$ cat config.mk
export PLATFORM = sky130hd
export DESIGN_NAME = alu_seq
export DESIGN_NICKNAME = d
export VERILOG_FILES = /design/src/rtl/alu_pkg.sv /design/src/rtl/seq_multiplier.sv /design/src/rtl/alu_seq.sv
export SDC_FILE = /design/constraint.sdc
export NUM_CORES = 1
export LEC_CHECK = 0
export ABC_AREA = 1
export CAP_MARGIN = 40
export CORE_UTILIZATION = 55
export DETAILED_ROUTE_END_ITERATION = 10
export DONT_BUFFER_PORTS = 1
export PLACE_DENSITY = 0.73
export SKIP_CTS_REPAIR_TIMING = 1
export SYNTH_ARGS = -nofsm -noshare
export SYNTH_HDL_FRONTEND = slang
export SYNTH_HIERARCHICAL = 1
export SYNTH_SLANG_ARGS = --single-unit
$ cat constraint.sdc
create_clock -name clk -period 2.76 [get_ports clk]
set_clock_uncertainty 0.15 [all_clocks]
set_input_delay 0 -clock clk [delete_from_list [all_inputs] [get_ports clk]]
set_output_delay 0 -clock clk [all_outputs]
set_load 0.02 [all_outputs]
$ cat src/rtl/alu_pkg.sv
// Shared constants for the registered ALU: opcodes, FSM states, default width.
package alu_pkg;

  localparam int DEFAULT_WIDTH = 16;

  localparam logic [3:0] OP_ADD  = 4'b0000;
  localparam logic [3:0] OP_SUB  = 4'b0001;
  localparam logic [3:0] OP_SRL  = 4'b0010;
  localparam logic [3:0] OP_RSV3 = 4'b0011;
  localparam logic [3:0] OP_AND  = 4'b0100;
  localparam logic [3:0] OP_OR   = 4'b0101;
  localparam logic [3:0] OP_SLT  = 4'b0110;
  localparam logic [3:0] OP_SLL  = 4'b0111;
  localparam logic [3:0] OP_MUL  = 4'b1000;
  localparam logic [3:0] OP_XOR  = 4'b1001;
  localparam logic [3:0] OP_SRA  = 4'b1010;
  localparam logic [3:0] OP_SLTU = 4'b1011;

  typedef enum logic {
    ST_IDLE = 1'b0,
    ST_MUL  = 1'b1
  } state_t;

endpackage

$ cat src/rtl/seq_multiplier.sv
// Iterative unsigned shift-add multiplier, one multiplier bit per cycle.
// done is high during the final step; product then already holds the
// completed a*b so the caller can register it on that same edge.
module seq_multiplier #(
  parameter int WIDTH = 16
) (
  input  logic                 clk,
  input  logic                 reset,
  input  logic                 start,
  input  logic [WIDTH-1:0]     a,
  input  logic [WIDTH-1:0]     b,
  output logic                 busy,
  output logic                 done,
  output logic [2*WIDTH-1:0]   product
);

  localparam int CW = $clog2(WIDTH) + 1;

  logic [2*WIDTH-1:0] mcand;
  logic [WIDTH-1:0]   mplier;
  logic [2*WIDTH-1:0] acc;
  logic [CW-1:0]      count;

  assign busy    = (count != '0);
  assign done    = (count == CW'(1));
  assign product = acc + (mplier[0] ? mcand : '0);

  // Load operands on start, then one add-and-shift step per cycle until count hits 0.
  always_ff @(posedge clk) begin
    if (reset) begin
      mcand  <= '0;
      mplier <= '0;
      acc    <= '0;
      count  <= '0;
    end else if (start) begin
      mcand  <= {{WIDTH{1'b0}}, a};
      mplier <= b;
      acc    <= '0;
      count  <= CW'(WIDTH);
    end else if (busy) begin
      acc    <= product;
      mcand  <= mcand << 1;
      mplier <= mplier >> 1;
      count  <= count - CW'(1);
    end
  end

endmodule

$ cat src/rtl/alu_seq.sv
// Registered execute-stage ALU: single-cycle ops with 1-cycle latency,
// plus an iterative MUL that stalls the issuer via in_ready.
module alu_seq
  import alu_pkg::*;
#(
  parameter  int WIDTH = DEFAULT_WIDTH,
  localparam int SHW   = $clog2(WIDTH)
) (
  input  logic             clk,
  input  logic             reset,
  input  logic             in_valid,
  output logic             in_ready,
  input  logic [3:0]       op,
  input  logic [WIDTH-1:0] a,
  input  logic [WIDTH-1:0] b,
  input  logic [SHW-1:0]   shamt,
  output logic             out_valid,
  output logic [WIDTH-1:0] result_lo,
  output logic [WIDTH-1:0] result_hi,
  output logic             zero,
  output logic             ovf
);

  localparam int MSB = WIDTH - 1;

  state_t state, state_next;

  logic               accept;
  logic               mul_start;
  logic               mul_busy;
  logic               mul_done;
  logic [2*WIDTH-1:0] mul_product;

  logic [WIDTH-1:0] sum;
  logic [WIDTH-1:0] diff;
  logic             ovf_add;
  logic             ovf_sub;
  logic [WIDTH-1:0] alu_res;
  logic             alu_ovf;

  assign in_ready  = (state == ST_IDLE) && !mul_busy && !reset;
  assign accept    = in_valid && in_ready;
  assign mul_start = accept && (op == OP_MUL);

  assign sum     = a + b;
  assign diff    = a + ~b + WIDTH'(1);
  assign ovf_add = (a[MSB] == b[MSB]) && (sum[MSB] != a[MSB]);
  assign ovf_sub = (a[MSB] != b[MSB]) && (diff[MSB] != a[MSB]);

  seq_multiplier #(.WIDTH(WIDTH)) u_mul (
    .clk     (clk),
    .reset   (reset),
    .start   (mul_start),
    .a       (a),
    .b       (b),
    .busy    (mul_busy),
    .done    (mul_done),
    .product (mul_product)
  );

  // Single-cycle operation results and overflow flag.
  always_comb begin
    alu_res = '0;
    alu_ovf = 1'b0;
    case (op)
      OP_ADD:  begin alu_res = sum;  alu_ovf = ovf_add; end
      OP_SUB:  begin alu_res = diff; alu_ovf = ovf_sub; end
      OP_SRL:  alu_res = b >> shamt;
      OP_AND:  alu_res = a & b;
      OP_OR:   alu_res = a | b;
      // Signed less-than corrected for subtraction overflow.
      OP_SLT:  alu_res = {{(WIDTH-1){1'b0}}, diff[MSB] ^ ovf_sub};
      OP_SLL:  alu_res = b << shamt;
      OP_XOR:  alu_res = a ^ b;
      OP_SRA:  alu_res = $signed(b) >>> shamt;
      OP_SLTU: alu_res = {{(WIDTH-1){1'b0}}, (a < b)};
      default: alu_res = '0;
    endcase
  end

  // FSM state register.
  always_ff @(posedge clk) begin
    if (reset) state <= ST_IDLE;
    else       state <= state_next;
  end

  // FSM next-state: leave IDLE on a MUL accept, return when the multiplier finishes.
  always_comb begin
    state_next = state;
    case (state)
      ST_IDLE: if (mul_start) state_next = ST_MUL;
      ST_MUL:  if (mul_done)  state_next = ST_IDLE;
      default: state_next = ST_IDLE;
    endcase
  end

  // Output register stage; values hold until the next completed operation.
  always_ff @(posedge clk) begin
    if (reset) begin
      out_valid <= 1'b0;
      result_lo <= '0;
      result_hi <= '0;
      zero      <= 1'b0;
      ovf       <= 1'b0;
    end else begin
      out_valid <= 1'b0;
      if (accept && (op != OP_MUL)) begin
        out_valid <= 1'b1;
        result_lo <= alu_res;
        result_hi <= '0;
        zero      <= (alu_res == '0);
        ovf       <= alu_ovf;
      end else if (mul_done) begin
        out_valid <= 1'b1;
        result_lo <= mul_product[WIDTH-1:0];
        result_hi <= mul_product[2*WIDTH-1:WIDTH];
        zero      <= (mul_product[WIDTH-1:0] == '0);
        ovf       <= 1'b0;
      end
    end
  end

endmodule

==> results.md <==
* Status: complete, but fails checks
* Failing checks: hold timing
* First-pass GRT wire length at 64400 µm
* Leakage at 7.45 nW
* Multiplexer share of the synthesized area at 0
* Startpoint Class: flip-flop
* Seq cells post-synth at 121
* CORE AREA at 21000 µm²
* CP Max Fanout at 17
* Final #Nets at 2297
* Max clock buf depth at 2
* Area grow syn2layout at 17.0%
* Worst EP arrival at 2.85 ns
* Synth area leader: nand2_1
* Final WS setup at 0.102 ns
* Fin crit period at 2.66 ns
* TritonCTS clock tree: built
* Mean Syn Cell Area at 5.64 µm²
* Slew headroom at 0.484
* Synth unique cells at 47
* H-tree Lvls at 4
* Clock Tree Root: clkbuf_16
* Adder-Cell Fraction of Synth Area at 0.0961
* Post-Place Worst Slack at -0.164 ns
* WL per Instance at 17.7 µm
* Most frequent cells in the layout: nand2_1 (732), inv_1 (304), nand3_1 (238)
* Asr flop ratio synth at 0
* Fin Setup TNS at 0 ns
* Vias in the first global route at 12260
* Die Area at 22000 µm²
* Max_cap viols at 0
* Die H at 148 µm
* Synth Area in XOR/XNOR at 0.0146
* Post-synth top area share at 0.237
* WP data required at 2.95 ns
* Vias at 13813
* Fin Hold WS at -0.0176 ns
* Synth Area in Compound Gates at 0.123
* Peak Freq at 376 MHz
* Count of final hold-check violations at 1
* Pins Over Slew Limit at 0
* Worst skew pair latency at 0.42 ns
* IO buf count at 0
* Total power draw at 0.00796 W
* Leading cell type in the layout, fill and taps excluded: nand2_1
* Max VDD drop at 0.481 mV
* Post-route cell area at 13800 µm²
* Initial antenna violation count at 0
* CTS buffer count at 17
* Initial drt markers at 1437
* DP HPWL at 33400 µm
* GP Congestion at 0.986
* Diode count at 0
* Syn. warnings at 6
* GRT overflow at 0
* Share of cells above drive strength 1 at 0.104
* Syn Nets at 2216
* Critical Path Sink Type: flip-flop
* Synth Flop Type: dfxtp_1
* Final ANT Viol Nets at 0
* Critical path type: flip-flop to flip-flop
* Power density over cell area at 579 nW/µm²
* Actual slew at the worst max-slew pin at 0.774 ns
* Final setup viols at 0
* Sink Count at 121
* Row Count at 53
* WL final at 43500 µm
* Synthesized netlist cell count at 2085
* DRC viols at 0
* DRT Pass-1 Iters at 6
* Largest family of logic cells by synthesized area: simple AND/OR/NAND/NOR gates
* GR Util All Layers at 0.380
* Post-Synth Simple-Gate Area at 0.427
* Seq/Total Area, Yosys at 0.206
* Die Wd at 148 µm
* Top Ports at 79
* Hold Path Class: input pin to flip-flop
* Post-DP Area at 12500 µm²
* Initial Util at 0.560
* Mapped cell area at 11800 µm²
* Dominant cells by area after synthesis: nand2_1 (24%), dfxtp_1 (21%), nand3_1 (10%), inv_1 (9.8%), ha_1 (8.9%)
* Period utilization at 0.963
* Post-synth EDFFs at 0
* Vias per inst at 5.63
* Clock input transition at the sequential cells of the worst setup and hold paths at 0.06 ns
* Largest net degree at the start of global routing at 78
-- worst paths after layout --
kind	startpoint	slack, ns	end	cells after the start
worst max-delay path	u_mul/mplier[0]$_SDFFE_PP0P_	0.10	zero$_SDFFE_PP0P_	15
worst min-delay path	op[2]	-0.02	u_mul/mplier[15]$_SDFFE_PP0P_	6
worst max register to register	u_mul/mplier[0]$_SDFFE_PP0P_	0.10	zero$_SDFFE_PP0P_	15
worst min register to register	u_mul/mplier[15]$_SDFFE_PP0P_	0.32	u_mul/mplier[15]$_SDFFE_PP0P_	2
-- synthesized netlist by cell type, types with 3 or more instances --
cell type,instances
buf_4,5
xor2_2,3
inv_1,306
xor2_1,10
xnor2_1,4
ha_1,84
nor3_2,3
inv_2,14
nor2_2,8
nand2_1,743
nor3_1,17
and2_1,4
nand2_2,11
o21bai_1,22
nand3b_1,3
nand3_1,240
nor4_1,6
fa_1,4
a21oi_1,107
clkinv_1,3
buf_1,4
o21ai_0,73
nand3_2,6
clkbuf_1,36
buf_2,29
nor2_1,139
dfxtp_1,121
nand4_1,13
a31oi_1,44
-- power by group --
part	leakage [nW]	switching, W	internal (W)
Combinational	6.18	0.00217	0.00118
Clock	0.290	0.000912	0.00139
Sequential	0.984	0.000293	0.00202
Total	7.45	0.00338	0.00459
-- stage by stage --
stage	hold WS (ns)	std cells	util
6_report	-0.0176	2454	0.655
3_5_place_dp	-0.0753	2377	0.596
2_1_floorplan	-0.116	2085	-
3_3_place_gp	-0.0757	2376	0.594
4_1_cts	-0.521	2409	0.624
5_1_grt	0.0149	2454	0.655
-- critical path, stage by stage (launching register included) --
cell	delay, ns
dfxtp_2	0.32
buf_12	0.14
nand2_1	0.07
inv_1	0.06
ha_1	0.36
nand2_2	0.10
buf_4	0.14
nor2_1	0.15
nand3_1	0.12
nand3_2	0.14
xor2_1	0.11
nor4_2	0.28
nand2_1	0.10
o21ai_2	0.13
nand2_1	0.08
a21oi_2	0.14
-- routing by layer --
layer / share of wire / GRT usage / vias to the layer above
met3: 0.080 / 0.0702 / 138
li1: - / - / 6761
met2: 0.46 / 0.642 / 628
met4: 0.061 / 0.212 / 0
met5: 0 / 0 / -
met1: 0.40 / 0.453 / 6286
-- registers in the layout, indices dropped and copies added, names as in the netlist, 5 cells and up --
name and flops:
u_mul/acc 32, u_mul/mcand 32, result_hi 16, result_lo 16
u_mul/mplier 16, u_mul/count 5
-- cell families after synthesis --
group | after synthesis
XOR/XNOR | 17
AO/OA/AOI/OAI | 260
buffers and inverters | 399
adder cells (fa/ha/maj) | 88
flip-flops | 121
AND/OR/NAND/NOR | 1200
-- layout make-up --
cell class	count	area (µm²)
sequential	121	2420
multi-input combinational	1565	8000
tap	275	344
clock inverter	13	143
clock buffer	19	453
timing repair buffer	137	1180
inverter	324	1220
fill	2008	7260
Power figures use the tool's default switching activity.
